**config.mk**
```make
export PLATFORM = sky130hd
export DESIGN_NAME = image_sobel_edge_3x3
export DESIGN_NICKNAME = d
export VERILOG_FILES = /design/src/rtl/image_sobel_edge_3x3.sv
export SDC_FILE = /design/constraint.sdc
export NUM_CORES = 1
export LEC_CHECK = 0
export ABC_AREA = 1
export CAP_MARGIN = 0
export CORE_MARGIN = 2
export CORE_UTILIZATION = 35
export DETAILED_ROUTE_END_ITERATION = 16
export SLEW_MARGIN = 20
export SYNTH_ARGS = -nofsm -noshare
export SYNTH_HDL_FRONTEND = slang
export SYNTH_SLANG_ARGS = --single-unit
```
**constraint.sdc**
```tcl
create_clock -name clk -period 7.8 [get_ports clk]
set_input_delay 1.95 -clock clk [delete_from_list [all_inputs] [get_ports clk]]
set_output_delay 1.95 -clock clk [all_outputs]
set_load 0.1 [all_outputs]
```
**src/rtl/image_sobel_edge_3x3.sv**
```systemverilog
// Sobel |Gx|+|Gy| edge detector: 3-stage pipeline, border suppression, per-frame edge count.
// Define SOBEL_GRAD_OUT_EN to add the post_img_grad output.
module image_sobel_edge_3x3 #(
  parameter logic [9:0] IMG_HDISP = 10'd640,
  parameter logic [9:0] IMG_VDISP = 10'd480
) (
  input  logic        clk,
  input  logic        rst_n,
  input  logic        frame_sof,
  input  logic        matrix_image_clken,
  input  logic [7:0]  matrix_p11,
  input  logic [7:0]  matrix_p12,
  input  logic [7:0]  matrix_p13,
  input  logic [7:0]  matrix_p21,
  input  logic [7:0]  matrix_p22,
  input  logic [7:0]  matrix_p23,
  input  logic [7:0]  matrix_p31,
  input  logic [7:0]  matrix_p32,
  input  logic [7:0]  matrix_p33,
  input  logic [10:0] sobel_threshold,
  output logic        post_image_clken,
  output logic        post_img_bit,
  output logic [7:0]  post_img_gray,
  output logic [18:0] edge_count_frame,
`ifdef SOBEL_GRAD_OUT_EN
  output logic [10:0] post_img_grad,
`endif
  output logic        frame_done
);
  localparam int STAGES = 3;

  logic [STAGES-1:0] r_vld_pipe;
  logic [9:0]  r_col, r_row, w_col, w_row;
  logic        w_col_last, w_row_last;
  logic [10:0] r_thr;
  logic [18:0] r_cnt, w_cnt_base, w_cnt_nxt;
  logic [9:0]  w_gxp, w_gxn, w_gyp, w_gyn;
  logic [9:0]  r_gxp1, r_gxn1, r_gyp1, r_gyn1, r_gx2, r_gy2;
  logic        r_bdr1, r_last1, r_bdr2, r_last2;
  logic [10:0] w_grad;
  logic        w_edge;
  logic        w_unused;

  // Sobel ignores the centre tap.
  assign w_unused = ^matrix_p22;

  // A coincident sof places the accepted pixel at (0,0).
  assign w_col      = frame_sof ? 10'd0 : r_col;
  assign w_row      = frame_sof ? 10'd0 : r_row;
  assign w_col_last = (w_col == IMG_HDISP - 10'd1);
  assign w_row_last = (w_row == IMG_VDISP - 10'd1);

  assign w_gxp = {2'b00, matrix_p13} + {1'b0, matrix_p23, 1'b0} + {2'b00, matrix_p33};
  assign w_gxn = {2'b00, matrix_p11} + {1'b0, matrix_p21, 1'b0} + {2'b00, matrix_p31};
  assign w_gyp = {2'b00, matrix_p31} + {1'b0, matrix_p32, 1'b0} + {2'b00, matrix_p33};
  assign w_gyn = {2'b00, matrix_p11} + {1'b0, matrix_p12, 1'b0} + {2'b00, matrix_p13};

  assign w_grad = {1'b0, r_gx2} + {1'b0, r_gy2};
  assign w_edge = (w_grad > r_thr) && !r_bdr2;

  // Edges of pixels still in flight at sof count into the new frame.
  assign w_cnt_base = frame_sof ? 19'd0 : r_cnt;
  assign w_cnt_nxt  = (r_vld_pipe[1] && w_edge && (w_cnt_base != '1)) ? w_cnt_base + 19'd1
                                                                         : w_cnt_base;

  assign post_image_clken = r_vld_pipe[STAGES-1];

  always_ff @(posedge clk or negedge rst_n)
    if (!rst_n) r_vld_pipe <= '0;
    else        r_vld_pipe <= {r_vld_pipe[STAGES-2:0], matrix_image_clken};

  always_ff @(posedge clk or negedge rst_n)
    if (!rst_n) r_thr <= '0;
    else if (frame_sof) r_thr <= sobel_threshold;

  always_ff @(posedge clk or negedge rst_n)
    if (!rst_n) begin
      r_col <= '0;
      r_row <= '0;
    end else if (matrix_image_clken) begin
      if (w_col_last) begin
        r_col <= '0;
        r_row <= w_row_last ? 10'd0 : w_row + 10'd1;
      end else begin
        r_col <= w_col + 10'd1;
        r_row <= w_row;
      end
    end else if (frame_sof) begin
      r_col <= '0;
      r_row <= '0;
    end

  // Stage 1: weighted column/row sums; position travels as border/last flags.
  always_ff @(posedge clk or negedge rst_n)
    if (!rst_n) begin
      r_gxp1  <= '0;
      r_gxn1  <= '0;
      r_gyp1  <= '0;
      r_gyn1  <= '0;
      r_bdr1  <= 1'b0;
      r_last1 <= 1'b0;
    end else if (matrix_image_clken) begin
      r_gxp1  <= w_gxp;
      r_gxn1  <= w_gxn;
      r_gyp1  <= w_gyp;
      r_gyn1  <= w_gyn;
      r_bdr1  <= (w_col == 10'd0) || w_col_last || (w_row == 10'd0) || w_row_last;
      r_last1 <= w_col_last && w_row_last;
    end

  // Stage 2: absolute differences.
  always_ff @(posedge clk or negedge rst_n)
    if (!rst_n) begin
      r_gx2   <= '0;
      r_gy2   <= '0;
      r_bdr2  <= 1'b0;
      r_last2 <= 1'b0;
    end else if (r_vld_pipe[0]) begin
      r_gx2   <= (r_gxp1 >= r_gxn1) ? r_gxp1 - r_gxn1 : r_gxn1 - r_gxp1;
      r_gy2   <= (r_gyp1 >= r_gyn1) ? r_gyp1 - r_gyn1 : r_gyn1 - r_gyp1;
      r_bdr2  <= r_bdr1;
      r_last2 <= r_last1;
    end

  // Stage 3: threshold, outputs and frame accounting.
  always_ff @(posedge clk or negedge rst_n)
    if (!rst_n) begin
      post_img_bit  <= 1'b0;
      post_img_gray <= '0;
`ifdef SOBEL_GRAD_OUT_EN
      post_img_grad <= '0;
`endif
    end else if (r_vld_pipe[1]) begin
      post_img_bit  <= w_edge;
      post_img_gray <= w_edge ? 8'hFF : 8'h00;
`ifdef SOBEL_GRAD_OUT_EN
      post_img_grad <= r_bdr2 ? 11'd0 : w_grad;
`endif
    end

  always_ff @(posedge clk or negedge rst_n)
    if (!rst_n) begin
      r_cnt            <= '0;
      edge_count_frame <= '0;
      frame_done       <= 1'b0;
    end else begin
      frame_done <= 1'b0;
      if (r_vld_pipe[1] && r_last2) begin
        edge_count_frame <= w_cnt_nxt;
        frame_done       <= 1'b1;
        r_cnt            <= '0;
      end else begin
        r_cnt <= w_cnt_nxt;
      end
    end
endmodule

```
# Word level (Yosys, flattened, before mapping)
# Cells that the tools add are included.
[word_totals] ff_bits=146 in_bits=87 output_inout_bits=30 wordCells=66
[op_classes] n_addsub=16 n_lt_le_gt_ge=3 n_eq_ne=3 mux=14 reduce_logical=11
[op_table] operator="10-bit two-way mux" n=9
[op_table] operator="19-bit two-way mux" n=3
[op_table] operator="10-bit by 8-bit adder with 10-bit output" n=4
[op_table] operator="8-bit by 9-bit adder with 10-bit output" n=4
[op_table] operator="10-bit subtractor" n=4
[op_table] operator="10-bit by 1-bit adder with 10-bit output, second input constant" n=2
[op_table] operator="10-bit >= comparator" n=2
[op_table] operator="10-bit logical NOT" n=2
[op_table] operator="19-bit by 1-bit adder with 19-bit output, second input constant" n=1
[op_table] operator="19-bit != test, second input constant" n=1
[op_table] operator="10-bit by 10-bit adder with 11-bit output" n=1
[op_table] operator="11-bit > comparator" n=1
[op_table] operator="10-bit == test, second input constant" n=1
[op_table] operator="10-bit by 9-bit == test with 1-bit output, second input constant" n=1
[op_table] operator="8-bit two-way mux" n=1
[op_table] operator="1-bit logical AND" n=5
[op_table] operator="1-bit logical OR" n=3
[op_table] operator="1-bit logical NOT" n=1
[op_table] operator="1-bit two-way mux" n=1

# Depth between registers and ports, before layout
# Gate-level depths: netlist (run 1).
[logic_depth] ltp_word=7 mapped_depth=24 ltp_nobuf=23

# Worst setup path before layout (run 1)
# OpenSTA, ideal clock, no wires.
[synth_timing] path_kind="in2reg" from="in matrix_p11[1]" to="reg r_gxn1[7]" setup_ns=0.123 arrival_time_ns=3.730 required_time_ns=7.677 path_slack_ns=3.947 path_stages=13 path_buffers=0 cell_sequence="fa_1 -> ha_1 -> inv_1 -> fa_1 -> inv_1 -> nand3_1 -> nand2_1 -> nand2_1 -> nand2_1 -> a21oi_1 -> and2_1 -> o21ai_0 -> nand2_1"
[synth_between] elab_chain_len=2
[synth_rtl] item="start: declaration" line_no="11" source="input logic [7:0] matrix_p11,"
[synth_rtl] item="8-bit by 9-bit adder with 10-bit output" line_no="54" source="assign w_gxn = {2'b00, matrix_p11} + {1'b0, matrix_p21, 1'b0} + {2'b00, matrix_p31};"
[synth_rtl] item="10-bit by 8-bit adder with 10-bit output" line_no="54"
[synth_rtl] item="end signal: assignment" line_no="104" source="r_gxn1 <= w_gxn;"
[synth_rtl] item="end: declaration" line_no="38" source="logic [9:0] r_gxp1, r_gxn1, r_gyp1, r_gyn1, r_gx2, r_gy2;"
# No other way between the ends.
# A chain may end at the register's enable or synchronous reset.

# Final worst setup path (run 1)
[layout_timing] from="in frame_sof" to="reg edge_count_frame[3]"
[layout_between] elab_chain_len=4 elab_cells_between_ends=5 classes_between="add/sub (1); eq/ne (1); mux (2); reduce/logical (1)"
[layout_rtl] item="start: declaration" line_no="9" source="input logic frame_sof,"
[layout_rtl] item="19-bit two-way mux *" line_no="62" source="assign w_cnt_base = frame_sof ? 19'd0 : r_cnt;"
[layout_rtl] item="parallel branches: the longest is 2 deep, another holds 19-bit by 1-bit adder with 19-bit output"
[layout_rtl] item="19-bit two-way mux *" line_no="63" source="assign w_cnt_nxt = (r_vld_pipe[1] && w_edge && (w_cnt_base != '1)) ? w_cnt_base + 19'd1"
[layout_rtl] item="end signal: assignment" line_no="149" source="edge_count_frame <= w_cnt_nxt;"
[layout_rtl] item="end: declaration" line_no="24" source="output logic [18:0] edge_count_frame,"
# Every way passes the cells marked *.

==> impl_metrics.env, run 1 <==
export IMPL_row_count=65
export IMPL_detail_route_drc_violations=0
export IMPL_numPortBuffers=108
export IMPL_route_vias_total=9710
export IMPL_power_per_cell_area_nw_per_um2=278
export IMPL_clock_tree_root_cell="clkbuf_16"
export IMPL_top_level_ports=117
export IMPL_cts_tree="done"
export IMPL_rsz0062_at_grt="no"
export IMPL_synth_fp_nets=1769
export IMPL_cts_htree_levels=4
export IMPL_r2r_start="r_gy2[2]$_DFFE_PN0P_"
export IMPL_grt_pass1_wl_mm=46.2
export IMPL_clock_sink_count=138
export IMPL_globalRouteOverflowTotal=0
export IMPL_met1_usage_pct=22.9
export IMPL_postCtsResizedCells=0
export IMPL_ys_seq_elements=138
export IMPL_drive_gt1_share_pct=4.21
export IMPL_synth_yosys_seq_area_share_pct=30.9
export IMPL_worstPathBufferInverterCount=5
export IMPL_worst_clock_skew_ps=12.0
export IMPL_tightestPinTransition_ps=979
export IMPL_finalHoldViolations=0
export IMPL_drt_iter0_markers=568
export IMPL_period_share_pct=65.1
export IMPL_cts_inserted_buffers=17
export IMPL_busiest_layer="met2"
export IMPL_place_detailed_hpwl_mm=20.8
export IMPL_initial_utilization_pct=35.5
export IMPL_synth_area_per_cell_um2=7.22
export IMPL_end_kind="flip-flop"
export IMPL_cp_data_arrival_time_ps=5440
export IMPL_origin_of_the_worst_setup_path="frame_sof"
export IMPL_crit_path_start_kind="input pin"
export IMPL_fp_dieW_um=183
export IMPL_vias_in_the_first_global_route=9701
export IMPL_setup_viol=0
export IMPL_place_gp_congestion=0.857
export IMPL_post_cts_buffers=0
export IMPL_final_nets=1852
export IMPL_hold_start="r_vld_pipe[1]$_DFF_PN0_"
export IMPL_overall_power_mw=3.65
export IMPL_syn_area_um2=11200
export IMPL_core_region_area_um2=31500
export IMPL_maxCapViolCount=0
export IMPL_timing_setup_critical_path_class="input pin to flip-flop"
export IMPL_dieArea_um2=33300
export IMPL_finalWorstPathRequiredPeriod_ps=5080
export IMPL_timing_critical_path_cells="clkdlybuf4s50_1 > buf_4 > inv_2 > nand2_1 > inv_1 > ha_1 > inv_1 > nor2_2 > nand2_2 > nor2_2 > nand2_1 > nand3_2 > nand2_1 > nand2_1 > nand2_1 > nand2_1"
export IMPL_number_of_optimization_iterations_in_the_first_detailed_route_pass=5
export IMPL_ctsLongestPathBuffers=2
export IMPL_cell_seen_most_often_among_critical_path_stages="nand2_1"
export IMPL_critPathSlowestCell="inv_2"
export IMPL_max_clock_freq_mhz=197
export IMPL_status="finished, final reports clean"
export IMPL_cts_hold_buffers_added=0
export IMPL_tns_ps=0
export IMPL_antenna_cells_inserted=0
export IMPL_yosysWarningCount=0
export IMPL_post_synthesis_instance_total=1545
export IMPL_cp_top_family="buffers and inverters"
export IMPL_critical_path_max_stage_delay_ps=640
export IMPL_antenna_found_initial=1
export IMPL_area_delta_synth_final_pct=17.5
export IMPL_routed_wire_length_per_instance_um=13.1
export IMPL_worst_skew_pair_late_latency_ps=430
export IMPL_layout_cells_most_common="nand2_1"
export IMPL_global_route_usage_total_pct=16.8
export IMPL_power_leakage_nw=6.74
export IMPL_yosysUniqueCellTypes=38
export IMPL_worst_ep_required_time_ps=8160
export IMPL_post_route_util_pct=41.6
export IMPL_die_h_um=183
export IMPL_hold_path_class="flip-flop to flip-flop"
export IMPL_global_route_usage_met2_pct=28.1
export IMPL_maximum_number_of_pins_on_one_net_before_global_route_repair=76
export IMPL_postRouteWirelength_mm=26.7
export IMPL_met3_usage_pct=2.45
export IMPL_drv_slew=0
export IMPL_timing_slew_headroom_pct=34.7
export IMPL_routed_via_density=4.76
export IMPL_maximum_fanout_along_the_worst_path=41
export IMPL_fin_hold_ws_ps=465
export IMPL_path_clk_slew_ps=60
export IMPL_power_ir_vdd_worst_uv=152
export IMPL_remaining_antenna_violation_count_after_routing=0
export IMPL_final_cell_mix="nand2_1, inv_1, dfrtp_1"
-- metal layers --
layer	vias up	wire, µm
met3	26	1030
met1	4424	13000
met5	-	13
met2	213	12300
met4	2	335
li1	5045	-
-- registers in the layout, indices dropped and copies added (netlist names), 3 cells and up --
| signal | count |
|---|---|
| r_gyp1 | 10 |
| r_gx2 | 10 |
| r_col | 10 |
| r_row | 10 |
| r_gxp1 | 10 |
| r_gxn1 | 10 |
| r_thr | 11 |
| r_gyn1 | 10 |
| r_vld_pipe | 3 |
| r_cnt | 19 |
| r_gy2 | 10 |
| edge_count_frame | 19 |
-- worst register-to-register path, delay by kind of cell (launching register included) --
kind            cells  cell delay, ps
compound gates      3             580
xor+xnor            1             160
fa+ha+maj           2             650
buf+inv             2             110
flops               1             410
simple gates       13            1490
-- logic make-up (layout without fill, tap and decap cells) --
| kind of cell | after synthesis | in the layout | synth area share, % |
|---|---|---|---|
| AND/OR/NAND/NOR | 772 | 772 | 29.0 |
| buffers and inverters | 261 | 356 | 9.46 |
| AO/OA/AOI/OAI | 187 | 187 | 8.85 |
| flip-flops | 138 | 138 | 30.9 |
| adder cells (fa/ha/maj) | 137 | 137 | 17.9 |
| XOR/XNOR | 49 | 49 | 3.85 |
| multiplexers | 1 | 1 | 0.0897 |
-- where the power goes --
| part | switching [mW] | leakage, nW | internal, mW | total (mW) |
|---|---|---|---|---|
| registers | 0.0860 | 1.69 | 0.830 | 0.916 |
| logic | 1.20 | 4.77 | 0.716 | 1.92 |
| clock network | 0.326 | 0.280 | 0.490 | 0.816 |
| total | 1.61 | 6.74 | 2.04 | 3.65 |
-- cell usage after synthesis, drive strengths merged --
master | number | area [µm²]
a21boi | 1 | 7.51
a21o | 5 | 37.5
a21oi | 90 | 450
a31oi | 1 | 6.26
and2 | 4 | 25.0
buf | 26 | 174
clkbuf | 23 | 86.3
dfrtp | 138 | 3450
fa | 37 | 741
ha | 100 | 1250
inv | 212 | 796
mux2i | 1 | 10.0
nand2 | 526 | 1980
nand3 | 91 | 490
nand3b | 1 | 7.51
nand4 | 30 | 188
nor2 | 100 | 405
nor3 | 12 | 70.1
nor4 | 1 | 21.3
o2111ai | 1 | 8.76
o211ai | 6 | 45.0
o21ai | 74 | 370
o21bai | 4 | 30.0
o22ai | 5 | 31.3
or2 | 7 | 43.8
xnor2 | 16 | 140
xor2 | 33 | 289
-- per-stage QoR --
stage	cells	worst slack, ps	cell area [µm²]
2_1_floorplan	1545	3950	11200
3_3_place_gp	2011	2350	12500
3_5_place_dp	2011	2300	12500
4_1_cts	2042	2750	13100
5_1_grt	2042	2400	13100
6_report	2042	2720	13100
-- cell type report --
class	count	area, µm²
Sequential cell	138	3450
Multi-Input combinational cell	1146	6650
Inverter	212	796
Tap cell	402	503
Fill cell	3201	18400
Timing Repair Buffer	113	1110
Clock buffer	19	453
Clock inverter	12	138
-- path summary, 6_finish.rpt --
kind,end,slack (ps),cells past startpoint
worst max-delay path,edge_count_frame[3]$_DFFE_PN0P_,2720,16
worst min-delay path,r_vld_pipe[2]$_DFF_PN0_,470,0
worst max register to register,edge_count_frame[3]$_DFFE_PN0P_,4360,21
worst min register to register,r_vld_pipe[2]$_DFF_PN0_,470,0
max in group asynchronous,r_gy2[7]$_DFFE_PN0P_,4890,2
min in group asynchronous,edge_count_frame[15]$_DFFE_PN0P_,1490,1
(Power assumes the default switching activity.)
==> run 2: changes to the inputs <==
==> constraint.sdc (replaced) <==
create_clock -name clk -period 4.2 [get_ports clk]
set_input_delay 1.05 -clock clk [delete_from_list [all_inputs] [get_ports clk]]
set_output_delay 1.05 -clock clk [all_outputs]
set_load 0.1 [all_outputs]
==> run 2 against run 1 <==
Largest cell class unchanged; setup slack got worse by 2000 ps; combinational power rose by 84%; clock power rose by 94%; wire length fell by 1.6%; power rose by 87%; critical path depth rose by 4; sequential power rose by 86%; first-iteration DRC count rose by 1.9%; core utilization rose by 0.25 points.
==> impl_metrics.env, run 2 (synthesis results as in run 1) <==
export IMPL_maxCapViolCount=0
export IMPL_tightestPinTransition_ps=971
export IMPL_power_share_switching_pct=43.7
export IMPL_row_count=65
export IMPL_placedInstanceArea_um2=12600
export IMPL_antenna_found_initial=0
export IMPL_vias_in_the_first_global_route=9375
export IMPL_area_delta_synth_final_pct=18.2
export IMPL_routed_via_density=4.69
export IMPL_numPortBuffers=108
export IMPL_maximum_number_of_pins_on_one_net_before_global_route_repair=64
export IMPL_number_of_optimization_iterations_in_the_first_detailed_route_pass=7
export IMPL_finalWorstPathRequiredPeriod_ps=3440
export IMPL_power_per_cell_area_nw_per_um2=518
export IMPL_timing_setup_critical_path_class="flip-flop to flip-flop"
export IMPL_global_route_usage_total_pct=16.5
export IMPL_top_level_ports=117
export IMPL_finish_instance_area_um2=13200
export IMPL_drive_gt1_share_pct=4.43
export IMPL_power_report_internal_total_mw=3.84
export IMPL_finalHoldViolations=0
export IMPL_cts_inserted_buffers=17
export IMPL_end_kind="flip-flop"
export IMPL_power_ir_vdd_worst_uv=330
export IMPL_tns_ps=0
export IMPL_die_h_um=183
export IMPL_worst_ep_required_time_ps=4510
export IMPL_path_clk_slew_ps=60
export IMPL_remaining_antenna_violation_count_after_routing=0
export IMPL_post_cts_buffers=0
export IMPL_share_comb_of_total_power_pct=51.9
export IMPL_maximum_fanout_along_the_worst_path=16
export IMPL_postRouteWirelength_mm=26.3
export IMPL_clock_tree_root_cell="clkbuf_16"
export IMPL_cts_tree="done"
export IMPL_clock_sink_count=138
export IMPL_route_vias_total=9603
export IMPL_status="finished, final reports clean"
export IMPL_antenna_cells_inserted=0
export IMPL_place_detailed_hpwl_mm=20.8
export IMPL_rsz0062_at_grt="no"
export IMPL_worst_skew_pair_late_latency_ps=430
export IMPL_place_gp_congestion=0.865
export IMPL_r2r_slack_ps=760
export IMPL_dieArea_um2=33300
export IMPL_timing_slew_headroom_pct=35.1
export IMPL_p_switching_mw=2.98
export IMPL_final_cell_mix="nand2_1, inv_1, dfrtp_1"
export IMPL_regs_by_ff_count="edge_count_frame x19, r_cnt x19, r_thr x11"
export IMPL_fp_dieW_um=183
export IMPL_crit_path_start_kind="flip-flop"
export IMPL_seq_power_share_pct=24.9
export IMPL_postCtsResizedCells=0
export IMPL_cts_hold_buffers_added=0
export IMPL_nFillCells=3205
export IMPL_clockPowerShare_pct=23.2
export IMPL_initial_utilization_pct=35.5
export IMPL_drt_iter0_markers=579
export IMPL_ctsLongestPathBuffers=2
export IMPL_layout_cells_most_common="nand2_1"
export IMPL_setup_viol=0
export IMPL_routed_wire_length_per_instance_um=12.8
export IMPL_globalRouteOverflowTotal=0
export IMPL_hold_path_class="flip-flop to flip-flop"
export IMPL_cts_htree_levels=4
export IMPL_cp_data_arrival_time_ps=3760
export IMPL_core_region_area_um2=31500
export IMPL_grt_pass1_wl_mm=45.2
export IMPL_period_share_pct=82.0
export IMPL_final_nets=1857
export IMPL_detail_route_drc_violations=0
export IMPL_placedCellCount=2016
export IMPL_drv_slew=0
export IMPL_worst_clock_skew_ps=6.92
export IMPL_power_leakage_nw=6.79
export IMPL_post_route_util_pct=41.9
export IMPL_max_clock_freq_mhz=290
export IMPL_finish_cell_count_without_fillers=2048
## run 2: power by group through the flow
stage / clock network, mW / logic [mW] / registers, mW
after detailed placement: 0 / 3.54 / 1.73
after global placement: 0 / 3.49 / 1.72
after floorplan: 0 / 2.78 / 1.69
after global routing: 1.67 / 4.11 / 1.73
final: 1.58 / 3.54 / 1.70
after CTS: 1.62 / 3.56 / 1.70
## run 2: per-stage QoR
step                      worst slack [ps]  total power, mW  hold WS [ps]
after floorplan                       1250             4.47           390
after global placement                 469             5.21           450
after detailed placement               445             5.27           462
after CTS                              765             6.88           478
after global routing                   466             7.51           496
final                                  756             6.82           468
## run 2: worst max-delay path, cell delays in order (launching register included)
cell and delay, ps:
dfrtp_1 390, ha_1 380, a21oi_1 210, o21ai_0 130, a21oi_1 230, nor2_1 70, nor2_1 120, xor2_1 160
inv_1 60, ha_1 270, nand2_1 60, inv_1 50, nand2_1 50, nor2_1 90, nand2_1 50, nand3_1 150
nand2_1 160, nor2_4 390, nand2_1 130, nand3_1 130, nand2_1 60
## run 2: path summary, 6_finish.rpt
check | from | endpoint | depth (start not counted)
max reg2reg | r_gx2[2]$_DFFE_PN0P_ | edge_count_frame[1]$_DFFE_PN0P_ | 20
min reg2reg | r_vld_pipe[1]$_DFF_PN0_ | r_vld_pipe[2]$_DFF_PN0_ | 0
min | r_vld_pipe[1]$_DFF_PN0_ | r_vld_pipe[2]$_DFF_PN0_ | 0
min in group asynchronous | rst_n | edge_count_frame[15]$_DFFE_PN0P_ | 1
max in group asynchronous | rst_n | r_row[9]$_DFF_PN0_ | 2
max | r_gx2[2]$_DFFE_PN0P_ | edge_count_frame[1]$_DFFE_PN0P_ | 20
## run 2: final cells by class
class,count,area (µm²),share of cell area (%)
Clock inverter,12,163,1.23
Tap cell,402,503,3.81
Multi-Input combinational cell,1146,6650,50.4
Timing Repair Buffer,118,1160,8.83
Sequential cell,138,3450,26.2
Clock buffer,20,457,3.46
Inverter,212,796,6.04
## run 2: metal layers
layer	vias to the layer above	global-route usage (%)	share of wire [%]
met2	208	27.3	45
met5	-	0	0
met1	4307	22.8	49
li1	5067	-	-
met3	21	2.35	4.3
met4	0	4.16	1.3
